**src/rtl/audio_pkg.sv**
```systemverilog
// Shared constants and capture FSM state type for the PWM audio blocks.
package audio_pkg;

  localparam int unsigned SAMPLE_W          = 7;
  localparam int unsigned PWM_PERIOD        = 128;
  localparam int unsigned SAMPLE_DEPTH      = 128;
  localparam int unsigned SAMPLE_DIV_5120HZ = 9766;

  typedef enum logic [1:0] {
    IDLE    = 2'd0,
    CAPTURE = 2'd1,
    DONE    = 2'd2
  } capture_state_t;

endpackage

```
**src/rtl/pwm_capture_if.sv**
```systemverilog
// Capture-side signal bundle: PWM input, start handshake, demodulated level and sample RAM write port.
interface pwm_capture_if #(
  parameter int unsigned ADDR_W  = 7,
  parameter int unsigned LEVEL_W = 7
);

  logic               pwm_in;
  logic               start;
  logic               busy;
  logic               done;
  logic               level_valid;
  logic [LEVEL_W-1:0] level;
  logic               wr_en;
  logic [ADDR_W-1:0]  wr_addr;
  logic [LEVEL_W-1:0] wr_data;

  modport master (
    input  pwm_in,
    input  start,
    output busy,
    output done,
    output level_valid,
    output level,
    output wr_en,
    output wr_addr,
    output wr_data
  );

  modport slave (
    output pwm_in,
    output start,
    input  busy,
    input  done,
    input  level_valid,
    input  level,
    input  wr_en,
    input  wr_addr,
    input  wr_data
  );

endinterface

```
**src/rtl/pwm_capture_demod.sv**
```systemverilog
// Free-running PWM demodulator: counts high clocks over each 2^PERIOD_W clock window.
module pwm_demod #(
  parameter int unsigned PERIOD_W = 7
) (
  input  logic                clk,
  input  logic                rst,
  input  logic                pwm_in,
  output logic [PERIOD_W-1:0] level,
  output logic                level_valid
);

  logic                sync1;
  logic                pwm_s;
  logic [PERIOD_W-1:0] phase;
  logic [PERIOD_W:0]   high_cnt;
  logic [PERIOD_W:0]   total;

  // Window total includes the sample arriving on the closing cycle.
  assign total = high_cnt + {{PERIOD_W{1'b0}}, pwm_s};

  always_ff @(posedge clk or negedge rst) begin
    if (!rst) begin
      sync1       <= 1'b0;
      pwm_s       <= 1'b0;
      phase       <= '0;
      high_cnt    <= '0;
      level       <= '0;
      level_valid <= 1'b0;
    end else begin
      sync1       <= pwm_in;
      pwm_s       <= sync1;
      phase       <= phase + 1'b1;
      level_valid <= 1'b0;
      if (phase == '1) begin
        // A fully-high window (2^PERIOD_W) does not fit the level width.
        level       <= total[PERIOD_W] ? '1 : total[PERIOD_W-1:0];
        level_valid <= 1'b1;
        high_cnt    <= '0;
      end else begin
        high_cnt <= total;
      end
    end
  end

endmodule

```
**src/rtl/pwm_capture.sv**
```systemverilog
// PWM capture top: demodulates the input stream and stores 2^ADDR_W levels at the sample rate.
module pwm_capture
  import audio_pkg::*;
#(
  parameter int unsigned PERIOD_W   = 7,
  parameter int unsigned SAMPLE_DIV = SAMPLE_DIV_5120HZ,
  parameter int unsigned DIV_W      = 14,
  parameter int unsigned ADDR_W     = 7
) (
  input  logic           clk,
  input  logic           rst,
  pwm_capture_if.master  bus
);

  if (SAMPLE_DIV < (1 << PERIOD_W)) begin : g_div_too_small
    $error("SAMPLE_DIV must be at least one full PWM period");
  end
  if (SAMPLE_DIV > (1 << DIV_W)) begin : g_div_too_wide
    $error("SAMPLE_DIV does not fit in DIV_W bits");
  end

  localparam logic [DIV_W-1:0] DIV_LAST = DIV_W'(SAMPLE_DIV - 1);

  logic [PERIOD_W-1:0] level;
  logic                level_valid;
  capture_state_t      state;
  logic [DIV_W-1:0]    div_cnt;
  logic [ADDR_W-1:0]   addr;
  logic                tick;
  logic                busy;
  logic                done;
  logic                wr_en;
  logic [ADDR_W-1:0]   wr_addr;
  logic [PERIOD_W-1:0] wr_data;

  pwm_demod #(
    .PERIOD_W (PERIOD_W)
  ) u_demod (
    .clk         (clk),
    .rst         (rst),
    .pwm_in      (bus.pwm_in),
    .level       (level),
    .level_valid (level_valid)
  );

  assign tick = (div_cnt == DIV_LAST);

  always_ff @(posedge clk or negedge rst) begin
    if (!rst) begin
      state   <= IDLE;
      div_cnt <= '0;
      addr    <= '0;
      busy    <= 1'b0;
      done    <= 1'b0;
      wr_en   <= 1'b0;
      wr_addr <= '0;
      wr_data <= '0;
    end else begin
      wr_en <= 1'b0;
      done  <= 1'b0;
      unique case (state)
        IDLE: begin
          if (bus.start) begin
            state   <= CAPTURE;
            addr    <= '0;
            div_cnt <= '0;
            busy    <= 1'b1;
          end
        end
        CAPTURE: begin
          // A restart suppresses any write due on the same cycle.
          if (bus.start) begin
            addr    <= '0;
            div_cnt <= '0;
          end else if (tick) begin
            div_cnt <= '0;
            wr_en   <= 1'b1;
            wr_addr <= addr;
            wr_data <= level;
            addr    <= addr + 1'b1;
            if (addr == '1) state <= DONE;
          end else begin
            div_cnt <= div_cnt + 1'b1;
          end
        end
        DONE: begin
          done <= 1'b1;
          if (bus.start) begin
            state   <= CAPTURE;
            addr    <= '0;
            div_cnt <= '0;
            busy    <= 1'b1;
          end else begin
            state <= IDLE;
            busy  <= 1'b0;
          end
        end
        default: begin
          state <= IDLE;
          busy  <= 1'b0;
        end
      endcase
    end
  end

  assign bus.level       = level;
  assign bus.level_valid = level_valid;
  assign bus.busy        = busy;
  assign bus.done        = done;
  assign bus.wr_en       = wr_en;
  assign bus.wr_addr     = wr_addr;
  assign bus.wr_data     = wr_data;

endmodule
```
**src/flat_wrapper.sv**
```systemverilog
// flat-port wrapper written by rule: the top's interface ports become plain ports
module pwm_capture_flat import audio_pkg::*;
#(
  parameter int unsigned PERIOD_W   = 7,
  parameter int unsigned SAMPLE_DIV = SAMPLE_DIV_5120HZ,
  parameter int unsigned DIV_W      = 14,
  parameter int unsigned ADDR_W     = 7
)
  (clk, rst, bus_pwm_in, bus_start, bus_busy, bus_done, bus_level_valid, bus_level, bus_wr_en, bus_wr_addr, bus_wr_data);
  pwm_capture_if #(.ADDR_W(ADDR_W)) bus_i ();
  input  logic clk;
  input  logic rst;
  input wire logic [$bits(bus_i.pwm_in)-1:0] bus_pwm_in;
  input wire logic [$bits(bus_i.start)-1:0] bus_start;
  output wire logic [$bits(bus_i.busy)-1:0] bus_busy;
  output wire logic [$bits(bus_i.done)-1:0] bus_done;
  output wire logic [$bits(bus_i.level_valid)-1:0] bus_level_valid;
  output wire logic [$bits(bus_i.level)-1:0] bus_level;
  output wire logic [$bits(bus_i.wr_en)-1:0] bus_wr_en;
  output wire logic [$bits(bus_i.wr_addr)-1:0] bus_wr_addr;
  output wire logic [$bits(bus_i.wr_data)-1:0] bus_wr_data;
  assign bus_i.pwm_in = bus_pwm_in;
  assign bus_i.start = bus_start;
  assign bus_busy = bus_i.busy;
  assign bus_done = bus_i.done;
  assign bus_level_valid = bus_i.level_valid;
  assign bus_level = bus_i.level;
  assign bus_wr_en = bus_i.wr_en;
  assign bus_wr_addr = bus_i.wr_addr;
  assign bus_wr_data = bus_i.wr_data;
  pwm_capture #(.PERIOD_W(PERIOD_W), .SAMPLE_DIV(SAMPLE_DIV), .DIV_W(DIV_W), .ADDR_W(ADDR_W)) u_core (.clk(clk), .rst(rst), .bus(bus_i));
endmodule
```
**config.mk**
```make
export PLATFORM = sky130hd
export DESIGN_NAME = pwm_capture_flat
export DESIGN_NICKNAME = d
export VERILOG_FILES = /design/src/rtl/audio_pkg.sv /design/src/rtl/pwm_capture_if.sv /design/src/rtl/pwm_capture_demod.sv /design/src/rtl/pwm_capture.sv /design/src/flat_wrapper.sv
export SDC_FILE = /design/constraint.sdc
export NUM_CORES = 1
export LEC_CHECK = 0
export CORE_ASPECT_RATIO = 2
export CORE_MARGIN = 2
export CORE_UTILIZATION = 50
export CTS_CLUSTER_DIAMETER = 80
export CTS_CLUSTER_SIZE = 24
export DETAILED_ROUTE_END_ITERATION = 10
export HOLD_SLACK_MARGIN = 0.05
export PLACE_DENSITY = 0.69
export SETUP_SLACK_MARGIN = 0.3
export SYNTH_ARGS = -nofsm -noshare
export SYNTH_HDL_FRONTEND = slang
export SYNTH_SLANG_ARGS = --single-unit
```
**constraint.sdc**
```tcl
create_clock -name clk -period 2.8 [get_ports clk]
set_input_delay 0.28 -clock clk [delete_from_list [all_inputs] [get_ports clk]]
set_output_delay 0.28 -clock clk [all_outputs]
set_load 0.005 [all_outputs]
```
==> qor.csv, run 1 <==
metric;value;unit
setup_tns;0;ns
status;complete, no violations;
cts_tree;built;
grt_max_degree;27;
critPathCapture;u_core.addr[3];
firstDrtPassIters;4;
hold_class;flip-flop to flip-flop;
antenna_found_initial;0;
chipWidth;58.34;um
rows;39;
slew_headroom;61.97;%
area_growth;22.80;%
ff2ff_setup_slack;0.36;ns
finalHoldViolations;0;
die_h;112.7;um
rsz0062_at_grt;no;
cts_setup_buffers;0;
synth.largest_area_cell;dfrtp_1;
grt_pass1_wl;10.39;mm
slowest_stage;or4_4;
fin_area;3626;um2
die_area;6574;um2
ant_nets;0;
r2r_cells;4;
synth.area.top_cells;dfrtp_1 (55%), mux2_2 (4.6%), a31oi_1 (4.0%), nor2_1 (3.1%), and3_1 (2.8%);
synth_nets;280;
drc;0;
n_antenna_cell;0;
tightest_slew;0.5705;ns
cpPeakStageDelay;0.65;ns
drive_gt1_share;12.62;%
core-area;5709;um2
cts.path.max_buffers;2;
ys_warn_count;0;
setup.worst_path.start;u_core.div_cnt[11];
synth_top_area_share;55.08;%
place_area;3296;um2
initial_core_util;51.72;%
clkSlewWorstSetupHoldPaths;0.05;ns
ys_seq_area_share;55.08;%
final_max_slew_viol_count;0;
clock-root-buffer;clkbuf_16;
max-vdd-ir-drop;0.6677;mV
start_kind;flip-flop;
setup_violations;0;
place_congestion;0.8744;
avgViaCountPerCell;6.141;
port_buffers;28;
htree_levels;3;
maxCapViolations;0;
syn-instance-count;270;
synth_seq_cells;65;
async_flop_share;100.0;%
cts_resized;0;
io-pin-count;29;
avgSynthCellArea;10.94;um2
synth_area;2953;um2
fin_crit;2.438;ns
power.density;672.8;nW/um2
synth_edf_count;0;
path_cells;or4b_1, or4_4, o311a_1, a221o_1;
worstPathArrival;2.65;ns
p_leak;0.001705;uW
dp_hpwl;4.164;mm
wl_per_cell;16.61;um
track_usage;20.98;%
finalWirelength;6.144;mm
cts_sinks;65;
skew;0.005204;ns
required;3.01;ns
nNetsFinal;315;
drtIter0Drc;92;
end_kind;flip-flop;
crit_path_max_fanout;12;
vias;2272;
synth_cell_types;44;
grt_pass1_vias;2202;
finalCritPeriodShare;87.07;%
fmaxAchievable;410.2;MHz
ys.flop_type;dfrtp_1;
timing.rr.end;u_core.addr[3];
overflow;0;
clock_latency;0.33;ns
crit_type;flip-flop to flip-flop;
cts_made_buffers;9;
rr_startpoint;u_core.div_cnt[11];
-- synthesized netlist by cell type (8+ instances only) --
master / instances
a21oi_1: 9
nand2_1: 16
dfrtp_1: 65
mux2_2: 12
inv_1: 13
nor2_1: 24
nand3_1: 13
a31oi_1: 19
clkbuf_1: 10
and3_1: 13
nand3b_1: 8
-- logic make-up (layout without fill, tap and decap cells) --
| family | count (synthesis) | after routing | synth area share [%] |
|---|---|---|---|
| and+or+nand+nor | 101 | 102 | 19.11 |
| DFF | 65 | 65 | 55.08 |
| AOI/OAI and AO/OA | 49 | 49 | 11.48 |
| buffers and inverters | 25 | 63 | 3.475 |
| muxes | 14 | 14 | 5.339 |
| xor gates and xnor gates | 10 | 10 | 2.966 |
| adders and majority gates | 6 | 6 | 2.542 |
-- routing by layer --
metal  vias up  share of wire [%]  track usage, %
li1       1065                  -               -
met2        59                 54           34.83
met5         -                  0               0
met4         0                3.3           11.16
met1      1128                 38           23.25
met3        20                3.8           6.452
-- state kept, by name, indices dropped and copies added, names as in the netlist, 2 cells and up --
| name | flops |
|---|---|
| u_core.state | 2 |
| u_core.bus.wr_addr | 7 |
| u_core.bus.wr_data | 7 |
| u_core.addr | 7 |
| u_core.div_cnt | 14 |
| u_core.u_demod.high_cnt | 8 |
| u_core.u_demod.phase | 7 |
| u_core.u_demod.level | 7 |
-- cell usage in the layout, fill, tap and decap left out, types with 2 or more instances in the layout --
cell type         n
a21oi_1           9
a221o_1           4
a311oi_1          3
a31oi_1          19
a32oi_1           2
and2_1            2
and3_1           13
buf_4             6
bufinv_16         2
clkbuf_1          2
clkbuf_16         9
clkdlybuf4s50_1  27
dfrtp_1          65
ha_1              6
inv_1            13
mux2_1            2
mux2_2           12
nand2_1          16
nand2b_1          2
nand3_1          13
nand3b_1          8
nand4_1           5
nor2_1           24
nor3_1            3
nor4_1            4
o211ai_1          2
o21ai_0           2
o31ai_1           2
or4_1             2
xnor2_1           6
xor2_1            4
-- power by group --
part,switching [uW],internal [uW],total [uW]
clock network,378,797,1170
registers,58.3,1000,1060
logic,122,79.9,202
-- per-stage QoR --
stage	setup WS (ns)	instances	power, uW	util [%]	hold WS (ns)
4_1_cts	0.3516	369	2465	63.36	0.3580
6_report	0.3619	370	2440	63.51	0.3554
5_1_grt	0.3014	370	2534	63.51	0.3691
3_5_place_dp	0.3552	353	1277	57.73	0.3112
2_1_floorplan	0.5049	270	1205	-	-0.01559
3_3_place_gp	0.3901	353	1268	57.73	0.3027
-- what timing repair did --
| item | CTS | global route |
|---|---|---|
| hold endpoints to repair | 24 | 0 |
| setup endpoints to repair | 0 | 1 |
| hold buffers | 1 | 0 |
-- worst max-delay path: cells and delay by family (launching register included) --
family | cells | cell delay (ns)
simple gates | 2 | 1.28
compound gates | 2 | 0.63
flops | 1 | 0.41
-- cell type report --
cell class,count,area (um2)
clock buffers,12,246.5
clock inverters,3,65.06
fillers,459,2083
inverters,13,48.80
multi-input cells,181,1232
flip-flops and latches,65,1627
well taps,61,76.32
repair buffers,35,330.3
-- worst min-delay path by stage --
stage | start | endpoint | depth (start not counted)
after global routing | u_core.u_demod.sync1 | u_core.u_demod.pwm_s | 0
after detailed placement | rst | u_core.bus.done | 1
after global placement | rst | u_core.bus.done | 1
final | u_core.u_demod.sync1 | u_core.u_demod.pwm_s | 0
after floorplan | rst | u_core.addr[0] | 0
after CTS | u_core.u_demod.sync1 | u_core.u_demod.pwm_s | 0
(Power assumes the default switching activity.)
==> inputs of run 2 (changes only) <==
Settings changed: ABC_AREA set to 1, HOLD_SLACK_MARGIN 0.05 to unset, SLEW_MARGIN set to 5.
==> qor.csv, run 2 <==
metric;value;unit
max-vdd-ir-drop;0.5414;mV
synth.largest_area_cell;dfrtp_1;
slew_headroom;76.27;%
ant_nets;0;
maxCapViolations;0;
dp_hpwl;4.391;mm
rows;40;
synth_cell_types;33;
p_leak;0.001779;uW
core-area;6006;um2
cts_made_buffers;9;
synth_common_cells;nand2_1 (90), dfrtp_1 (65), inv_1 (41), nor2_1 (38), nand3_1 (26);
hold_class;flip-flop to flip-flop;
synth_top_area_share;52.55;%
clock_latency;0.32;ns
grt_pass1_vias;2317;
io-pin-count;29;
antenna_found_initial;0;
power.density;613.9;nW/um2
ys_seq_area_share;52.55;%
setup_violations;0;
rsz0062_at_grt;no;
skew;0.004831;ns
firstDrtPassIters;4;
cts_resized;0;
overflow;0;
switchingPower;561.2;uW
final_core_utilization;61.17;%
area_growth;18.67;%
avgViaCountPerCell;5.141;
combPwrFrac;10.8;%
r2r_cells;8;
synth_edf_count;0;
finalHoldViolations;0;
synth_nets;368;
finalWirelength;6.012;mm
drc;0;
final_common_cell;nand2_1;
p_sw_share;24.89;%
n_antenna_cell;0;
final_cell_mix;nand2_1 (90), dfrtp_1 (65), inv_1 (41);
end_kind;flip-flop;
synth_area;3095;um2
ys.flop_type;dfrtp_1;
p_int;1694;uW
total_power;2255;uW
port_buffers;28;
syn-instance-count;358;
crit_path_max_fanout;18;
nNetsFinal;405;
regMostFlops;u_core.div_cnt;
initial_core_util;51.54;%
vias;2370;
holdPathStages;0;
setup_tns;0;ns
wl_per_cell;13.04;um
place_congestion;0.8657;
cts_sinks;65;
chipWidth;59.64;um
synth.area.top_cells;dfrtp_1 (53%), nand2_1 (11%), inv_1 (5.0%), nor2_1 (4.6%), nand3_1 (4.2%);
crit_type;flip-flop to flip-flop;
synth_seq_cells;65;
track_usage;20.10;%
p_seq_share;47.8;%
largest_reg_flops;14;
top_regs;u_core.div_cnt x14, u_core.u_demod.high_cnt x8;
drtIter0Drc;102;
cts_tree;built;
final_max_slew_viol_count;0;
grt_max_degree;28;
synth.most_common_cell;nand2_1;
required;3.01;ns
clock-root-buffer;clkbuf_16;
finalCritPeriodShare;64.86;%
drive_gt1_share;12.06;%
fmaxAchievable;550.6;MHz
start_kind;flip-flop;
htree_levels;3;
power_frac_clock;41.5;%
tightest_slew;0.3557;ns
fin_crit;1.816;ns
die_h;115.3;um
cts.path.max_buffers;2;
avgSynthCellArea;8.647;um2
status;complete, no violations;
async_flop_share;100.0;%
grt_pass1_wl;10.13;mm
clkSlewWorstSetupHoldPaths;0.05;ns
ys_warn_count;0;
die_area;6874;um2
worstPathArrival;2.03;ns
-- run 2: timing repair --
action	4_1_cts	5_1_grt
hold buffers	1	0
setup buffers	0	0
hold endpoints to repair	11	0
-- run 2: kinds of logic (layout without fill, tap and decap cells) --
group / count (synthesis) / count (layout) / share of synthesized area, %
adders and majority gates: 6 / 6 / 2.425
buffers and inverters: 54 / 94 / 7.558
xor gates and xnor gates: 9 / 9 / 2.547
and+or+nand+nor: 185 / 185 / 27.16
AOI/OAI and AO/OA: 39 / 39 / 7.761
DFF: 65 / 65 / 52.55
-- run 2: critical path: stages, from the launching register on --
cell     delay, ns
dfrtp_1       0.36
ha_1          0.19
nand3_1       0.12
nor2_1        0.15
nand3_1       0.24
inv_2         0.33
nand3_1       0.12
nor2_1        0.13
nor2_1        0.06
-- run 2: power by group through the flow --
stage,Sequential [uW],Clock (uW),Combinational [uW]
floorplan,1080,0,180
global placement,1090,0,241
CTS,1080,970,248
global route,1080,1010,293
detailed placement,1090,0,244
finish,1080,935,243
-- run 2: path summary, 6_finish.rpt --
path / slack [ns] / start / endpoint
max: 0.98 / u_core.u_demod.phase[0] / u_core.u_demod.level[5]
min: 0.35 / u_core.u_demod.sync1 / u_core.u_demod.pwm_s
max reg2reg: 0.98 / u_core.u_demod.phase[0] / u_core.u_demod.level[5]
min reg2reg: 0.35 / u_core.u_demod.sync1 / u_core.u_demod.pwm_s
max in group asynchronous: 1.78 / rst / u_core.u_demod.high_cnt[1]
min in group asynchronous: 0.37 / rst / u_core.div_cnt[4]
-- run 2: cell type report --
cell class                      count  area (um2)
Inverter                           48       180.2
Tap cell                           63       78.83
Clock buffer                       13       240.2
Sequential cell                    65        1627
Clock inverter                      1       5.005
Fill cell                         542        2332
Multi-Input combinational cell    239        1235
Timing Repair Buffer               32       307.8
-- run 2: through the flow --
stage	area, um2	std cells	worst slack, ns	hold slack, ns
after global placement	3418	446	0.9651	0.1805
after CTS	3674	461	0.9907	0.3522
after detailed placement	3418	446	0.9408	0.1862
after global routing	3674	461	0.8058	0.3519
final	3674	461	0.9838	0.3490
after floorplan	3095	358	1.372	-0.01559
-- run 2: per-layer routing --
layer | vias to the layer above | GRT usage, % | share of wire [%] | wire [um]
li1 | 1210 | - | - | -
met1 | 1101 | 22.11 | 40 | 2391
met2 | 42 | 34.07 | 54 | 3271
met3 | 17 | 3.825 | 2.6 | 157
met4 | 0 | 13.04 | 3.2 | 192
met5 | - | 0 | 0 | 0
